`config.mk`:
```
export PLATFORM = sky130hd
export DESIGN_NAME = countdown_sequencer
export DESIGN_NICKNAME = d
export VERILOG_FILES = /design/src/rtl/countdown_pkg.sv /design/src/rtl/countdown_watchdog.sv /design/src/rtl/countdown_sequencer.sv
export SDC_FILE = /design/constraint.sdc
export NUM_CORES = 1
export LEC_CHECK = 0
export CAP_MARGIN = 20
export CORE_MARGIN = 1.5
export CORE_UTILIZATION = 33
export CTS_BUF_LIST = sky130_fd_sc_hd__clkbuf_4 sky130_fd_sc_hd__clkbuf_8
export CTS_CLUSTER_SIZE = 16
export DETAILED_ROUTE_END_ITERATION = 8
export PLACE_DENSITY = 0.57
export REMOVE_ABC_BUFFERS = 1
export SLEW_MARGIN = 20
export SYNTH_ARGS = -nofsm -noshare
export SYNTH_HDL_FRONTEND = slang
export SYNTH_SLANG_ARGS = --single-unit
```
`constraint.sdc`:
```
create_clock -name clk -period 2.2 [get_ports clk]
set_input_delay 0.22 -clock clk [delete_from_list [all_inputs] [get_ports clk]]
set_output_delay 0.22 -clock clk [all_outputs]
set_load 0.005 [all_outputs]
```
`src/rtl/countdown_pkg.sv`:
```
// Shared types and defaults for the countdown sequencer and its watchdog.
package countdown_pkg;
   localparam int CNT_W_DEF   = 5;
   localparam int TIMEOUT_DEF = 40;

   typedef enum logic [2:0] {
      IDLE,
      ISSUE,
      LAUNCH,
      ARMED,
      RUN,
      DONE
   } state_t;
endpackage

```
`src/rtl/countdown_watchdog.sv`:
```
// Cycle watchdog: counts enabled cycles since the last clear and flags the
// TIMEOUT-th one, so a ready return on that very cycle still wins.
module countdown_watchdog
   import countdown_pkg::*;
#(
   parameter int TIMEOUT = TIMEOUT_DEF
) (
   input  logic clk,
   input  logic rst,
   input  logic clr,
   input  logic en,
   output logic expired
);
   localparam int WD_W = $clog2(TIMEOUT + 1);

   logic [WD_W-1:0] cnt;

   always_ff @(posedge clk or negedge rst) begin
      if (!rst)
         cnt <= '0;
      else if (clr)
         cnt <= '0;
      else if (en && cnt != WD_W'(TIMEOUT))
         cnt <= cnt + WD_W'(1);
   end

   assign expired = en && (cnt == WD_W'(TIMEOUT - 1));
endmodule

```
`src/rtl/countdown_sequencer.sv`:
```
// Runs cmd_reps countdowns on an external 31->0 counter, checking every step
// of the count and aborting through a watchdog if the counter never returns.
module countdown_sequencer
   import countdown_pkg::*;
#(
   parameter int TIMEOUT = TIMEOUT_DEF,
   parameter int CNT_W   = CNT_W_DEF
) (
   input  logic             clk,
   input  logic             rst,
   input  logic             cmd_valid,
   input  logic [3:0]       cmd_reps,
   output logic             cmd_ready,
   output logic             start,
   input  logic             ready,
   input  logic [CNT_W-1:0] q,
   output logic             busy,
   output logic             done,
   output logic             err,
   output logic [3:0]       reps_left
);
   state_t           state, state_nxt;
   logic [CNT_W-1:0] prev_q, prev_q_nxt;
   logic [3:0]       reps_nxt;
   logic             err_nxt;
   logic             wd_clr, wd_en, wd_expired;

   assign cmd_ready = (state == IDLE);
   assign busy      = (state != IDLE);
   assign start     = (state == LAUNCH);
   assign done      = (state == DONE);
   assign wd_clr    = (state == LAUNCH);
   assign wd_en     = (state == ARMED) || (state == RUN);

   countdown_watchdog #(.TIMEOUT(TIMEOUT)) u_wd (
      .clk     (clk),
      .rst     (rst),
      .clr     (wd_clr),
      .en      (wd_en),
      .expired (wd_expired)
   );

   always_ff @(posedge clk or negedge rst) begin
      if (!rst) begin
         state     <= IDLE;
         prev_q    <= '0;
         err       <= 1'b0;
         reps_left <= '0;
      end else begin
         state     <= state_nxt;
         prev_q    <= prev_q_nxt;
         err       <= err_nxt;
         reps_left <= reps_nxt;
      end
   end

   always_comb begin
      state_nxt  = state;
      prev_q_nxt = prev_q;
      err_nxt    = err;
      reps_nxt   = reps_left;
      case (state)
         IDLE: begin
            if (cmd_valid) begin
               reps_nxt  = cmd_reps;
               err_nxt   = 1'b0;
               state_nxt = (cmd_reps == 4'd0) ? DONE : ISSUE;
            end
         end
         ISSUE:  if (ready) state_nxt = LAUNCH;
         LAUNCH: state_nxt = ARMED;
         ARMED: begin
            if (!ready) begin
               prev_q_nxt = q;
               state_nxt  = RUN;
            end else if (wd_expired) begin
               err_nxt   = 1'b1;
               reps_nxt  = '0;
               state_nxt = DONE;
            end
         end
         RUN: begin
            prev_q_nxt = q;
            // Completion is tested first so a return on the expiry cycle is clean.
            if (ready) begin
               reps_nxt  = reps_left - 4'd1;
               state_nxt = (reps_left == 4'd1) ? DONE : ISSUE;
            end else begin
               if (q != prev_q - CNT_W'(1))
                  err_nxt = 1'b1;
               if (wd_expired) begin
                  err_nxt   = 1'b1;
                  reps_nxt  = '0;
                  state_nxt = DONE;
               end
            end
         end
         DONE:    state_nxt = IDLE;
         default: state_nxt = IDLE;
      endcase
   end
endmodule

```
======== Word-level counts from Yosys, hierarchy flattened ========
Cells that the tools add are included.
storage, ports and cells
  bits in registers ....................... 19
  input bits .............................. 13
  logic and storage cells ................. 61
  output and inout port bits .............. 9
cells by class
  reduce and logical (&&, ||, !) cells .... 13
  $add $sub $neg .......................... 3
  eq/ne operators ......................... 16
  mux-type cells .......................... 24
operators by type and width
  cell                                              count
  two-way mux 3 bit                                 7
  two-way mux 4 bit                                 4
  case mux 3 bit (5 select lines)                   1
  two-way mux 6 bit                                 2
  case mux 4 bit (3 select lines)                   1
  != test 2 bit, second input constant              5
  case mux 5 bit (2 select lines)                   1
  adder 6 x 1 -> 6 bit, second input constant       1
  == test 3 x 2 -> 1 bit, second input constant     2
  == test 3 bit, second input constant              2
  == test 6 bit, second input constant              1
  two-way mux 1 bit                                 6
  != test 6 bit, second input constant              1
  AND reduction 6 bit                               1
  nonzero test 3 bit                                2
  two-way mux 5 bit                                 1
  != test 5 bit                                     1
  subtractor 5 x 1 -> 5 bit, second input constant  1
  == test 4 x 1 -> 1 bit, second input constant     1
  zero test 4 bit                                   1
  AND reduction 2 bit                               2
  nonzero test 2 bit                                2
  subtractor 4 x 1 -> 4 bit, second input constant  1
  == test 3 x 1 -> 1 bit, second input constant     1
  7 further kinds                                   8

======== Longest topological paths before layout ========
  depth in word-level cells ............... 6
  depth in mapped cells ................... 7
  mapped depth without buffers ............ 7

======== Hierarchy ========
A second synthesis with hierarchy kept.
unflattened totals
  cell total of the unflattened synthesis .. 142
  area, all modules ....................... 1,365.1 um2
modules (own cells, without submodules)
  module               area each (um2)  times used  sequential area each (um2)  cells each
  countdown_sequencer  964.7            1           325.3                       101
  countdown_watchdog   400.4            1           150.1                       41

======== Worst setup path before layout ========
OpenSTA, ideal clock, no wires.
  kind .................................... reg2reg
  start point ............................. reg state[1]
  end point ............................... reg err
  required time ........................... 2.096 ns
  path buffers ............................ 2
  library setup time ...................... 0.104 ns
  setup slack ............................. 0.290 ns
  data arrival time ....................... 1.806 ns
  clock period less this slack ............ 1.910 ns
  cell stages (with the launch flop) ...... 8
  cells stage by stage .................... dfrtp_1 -> buf_6 -> or3b_1 -> buf_6 -> or3_4 -> nor4_4 -> o211ai_1 -> o311ai_1
on the way
  word-level cells in the longest chain between the ends .. 6
  elaborated cells on any way between the ends .. 15
  classes of those cells .................. 7 x eq/ne; 3 x mux; 5 x reduce/logical
ends and longest elaborated chain
  what                                                     line                                                  text
  start, declared                                          countdown_sequencer.sv:22                             state_t state, state_nxt;
  start signal, assigned                                   countdown_sequencer.sv:50                             state <= state_nxt;
  == test 3 x 2 -> 1 bit or == test 3 bit (tied branches)  countdown_sequencer.sv:33, countdown_sequencer.sv:62
  logical OR 1 bit                                         countdown_sequencer.sv:33                             assign wd_en = (state == ARMED) || (state == RUN);
  logical AND 1 bit                                        countdown_watchdog.sv:27                              assign expired = en && (cnt == WD_W'(TIMEOUT - 1));
  two-way mux 1 bit                                        countdown_sequencer.sv:91                             if (wd_expired) begin
  two-way mux 1 bit                                        countdown_sequencer.sv:85                             if (ready) begin
  case mux 1 bit (3 select lines)                          countdown_sequencer.sv:62                             case (state)
  end signal, assigned                                     countdown_sequencer.sv:52                             err <= err_nxt;
  end, declared                                            countdown_sequencer.sv:19                             output logic err,
Parallel ways exist; a longest one is shown, timed or not. The select of a mux whose other input is x is not followed.
A chain may end at the register's enable or synchronous reset.

======== Final worst setup path ========
  start point ............................. reg state[2]
  end point ............................... out start
on the way
  word-level cells in the longest chain between the ends .. 1
ends and longest elaborated chain
  what                    line                       text
  == test 3 x 2 -> 1 bit  countdown_sequencer.sv:30  assign start = (state == LAUNCH);
  end, declared           countdown_sequencer.sv:14  output logic start,
Every way passes these cells.

==> results.py <==
metrics = {
    "status": {
        "outcome": "completed",
    },
    "clocking": {
        "clk_latency_ns": 0.25,
        "cts_resized": 0,
        "clock_sinks": 19,
        "clock-root-buffer": "clkbuf_8",
        "clk_pin_slew_ns": 0.07,
        "cts.path.max_buffers": 2,
        "numCtsBuffers": 3,
        "htree_levels": 1,
        "cts_setup_buffers": 0,
        "hold_buffers": 0,
        "cts_tree": "yes",
    },
    "global_route": {
        "grt_pass1_vias": 1030,
        "grt_use_met1": 0.184,
        "grt_overflow_total": 0,
        "met2_usage": 0.229,
        "busiest_layer": "met2",
        "grt.met3_usage": 0.0226,
        "grt_util_all_layers": 0.138,
        "antenna_found_initial": 0,
        "grt_max_degree": 20,
        "grt_pass1_wl_um": 4580,
    },
    "setup_path": {
        "ff2ff_path_depth": 6,
        "reg2reg_to": "reps_left[3]$_DFFE_PN0P_",
        "worst_ep_arrival_time_ns": 1.82,
        "path_max_fanout": 8,
        "crit_chain": "buf_4 > nor3_1 > clkdlybuf4s50_1",
        "cp_num_buf_inv": 2,
        "cp-end-kind": "output port",
        "cp_slowest_stage_delay_ns": 0.58,
        "crit_slowest_cell": "clkdlybuf4s50_1",
        "crit_family": "buffers and inverters",
        "cp_data_required_time_ns": 1.98,
        "worstSetupStartpointType": "flop",
        "critPathKind": "flop to output port",
        "ff2ff_setup_slack_ns": 0.24,
        "rr_startpoint": "u_wd.cnt[0]$_DFFE_PN0P_",
    },
    "die": {
        "core_mm2": 0.00366,
        "dieArea_mm2": 0.00418,
        "start_util": 0.343,
        "die_y_um": 64.7,
        "dieWidth_um": 64.7,
        "rows": 22,
        "io_pins": 22,
    },
    "yosys": {
        "synth_enable_flop_cells": 0,
        "yosysWarnings": 0,
        "ys.flop_type": "dfrtp_1",
        "synth_cells": 135,
        "ys_seq_elements": 19,
        "ys_seq_area_frac": 0.379,
        "synth_top_area_cell": "dfrtp_1",
        "netlist_top_cells_count": "dfrtp_1, nor2_1, a21oi_1",
        "async_flop_share": 1.00,
        "synth_area_leaders": "dfrtp_1, xnor2_1, ha_1",
        "synth.most_common_cell": "dfrtp_1",
        "post_synth.cell_area_avg_um2": 9.30,
        "syn-cell-area_mm2": 0.00125,
        "synth_top_area_share": 0.379,
        "synth.distinct_cells": 44,
    },
    "run": {
        "drv_cap": 0,
    },
    "hold_path": {
        "worstHoldPathType": "primary input to asynchronous set/reset pin",
    },
    "drt": {
        "routedWlPerCell_um": 12.4,
        "drc_errors": 0,
        "routed_wl_um": 2580,
        "antenna_left": 0,
        "avgViaCountPerCell": 5.00,
        "via_count": 1045,
        "drt_iter0_markers": 32,
        "firstDrtPassIters": 4,
    },
    "timing": {
        "slew_violations": 0,
        "setup_viol": 0,
        "tns_ns": 0,
        "min_period_ns": 2.04,
        "max_freq_mhz": 491,
        "rsz0062_at_grt": "no",
        "max_slew_margin": 0.756,
        "skew_ns": 0.00275,
        "tightest_slew_ns": 0.363,
        "hold_viol": 0,
        "period_share": 0.925,
        "finalWorstSetupSlack_ns": 0.165,
    },
    "cells_and_area": {
        "n_antenna_cell": 0,
        "drive_above_1_share": 0.130,
        "fin_util": 0.432,
        "syn2layout_area_growth_pct": 26.1,
        "finish.net_count": 180,
        "fillers": 369,
    },
    "place": {
        "port_buffers": 21,
        "dpl.hpwl_um": 1980,
        "place_ws_ns": 0.264,
        "place.gp.congestion": 0.773,
    },
    "power": {
        "leakagePower_nw": 0.653,
        "powerDensity_mw_per_mm2": 1260,
        "ir_drop_v": 0.000393,
    },
}
==> sequential cells by signal, indices dropped and copies added, names as in the netlist <==
name	flops
err	1
state	3
u_wd.cnt	6
prev_q	5
reps_left	4
==> routing by layer <==
| layer | wire [um] | vias up |
|---|---|---|
| li1 | - | 531 |
| met1 | 1290 | 501 |
| met2 | 1210 | 11 |
| met3 | 66 | 2 |
| met4 | 20 | 0 |
| met5 | 0 | - |
==> worst max-delay path by stage <==
stage                       startpoint                       end  slack (ns)  cells past startpoint
2_1_floorplan     state[2]$_DFFE_PN0P_           err$_DFFE_PN0P_        0.26                      5
3_3_place_gp      state[1]$_DFFE_PN0P_           err$_DFFE_PN0P_        0.28                      5
3_5_place_dp   u_wd.cnt[0]$_DFFE_PN0P_  reps_left[2]$_DFFE_PN0P_        0.26                      6
4_1_cts           state[0]$_DFFE_PN0P_                 cmd_ready        0.17                      4
5_1_grt           state[2]$_DFFE_PN0P_                     start        0.05                      3
6_report          state[2]$_DFFE_PN0P_                     start        0.16                      3
==> stage by stage <==
step	hold slack (ns)	area (um2)	std cells	total power [mW]
after floorplan	-0.0756	1210	129	1.34
after global placement	0.505	1540	205	1.74
after detailed placement	0.520	1540	205	1.77
after CTS	0.311	1580	209	2.02
after global routing	0.325	1580	209	2.18
final	0.300	1580	209	2.00
==> power by group <==
part           internal (mW)  switching (mW)
combinational          0.589           0.526
sequential             0.491           0.150
clock                  0.126           0.116
==> placed cells by master, fill, tap and decap left out, types with 3 or more instances in the layout <==
cell type and instances:
o21ai_0 5, a21oi_1 11, nor3_1 6, mux2_2 5
buf_4 7, dfrtp_1 19, inv_1 9, clkbuf_8 3
ha_1 5, nor2_1 16, clkdlybuf4s50_1 21, xnor2_1 10
nand2_1 5, xor2_1 3, nand3_1 3
==> kinds of logic after synthesis <==
group	count (synthesis)	synth area share
mux	6	0.0528
simple gates	46	0.210
fa+ha+maj	5	0.0499
flops	19	0.379
buf+inv	15	0.0598
xor+xnor	13	0.0907
compound gates	31	0.158
==> layout make-up <==
type | instances | area, um2 | area share
inverters | 9 | 33.8 | 0.0213
repair buffers | 28 | 263 | 0.166
clock buffers | 3 | 41.3 | 0.0261
multi-input cells | 101 | 704 | 0.445
well taps | 48 | 60.1 | 0.0379
clock inverters | 1 | 5.00 | 0.00316
flip-flops and latches | 19 | 475 | 0.300
Note: power is estimated with default switching activity, not from simulation.
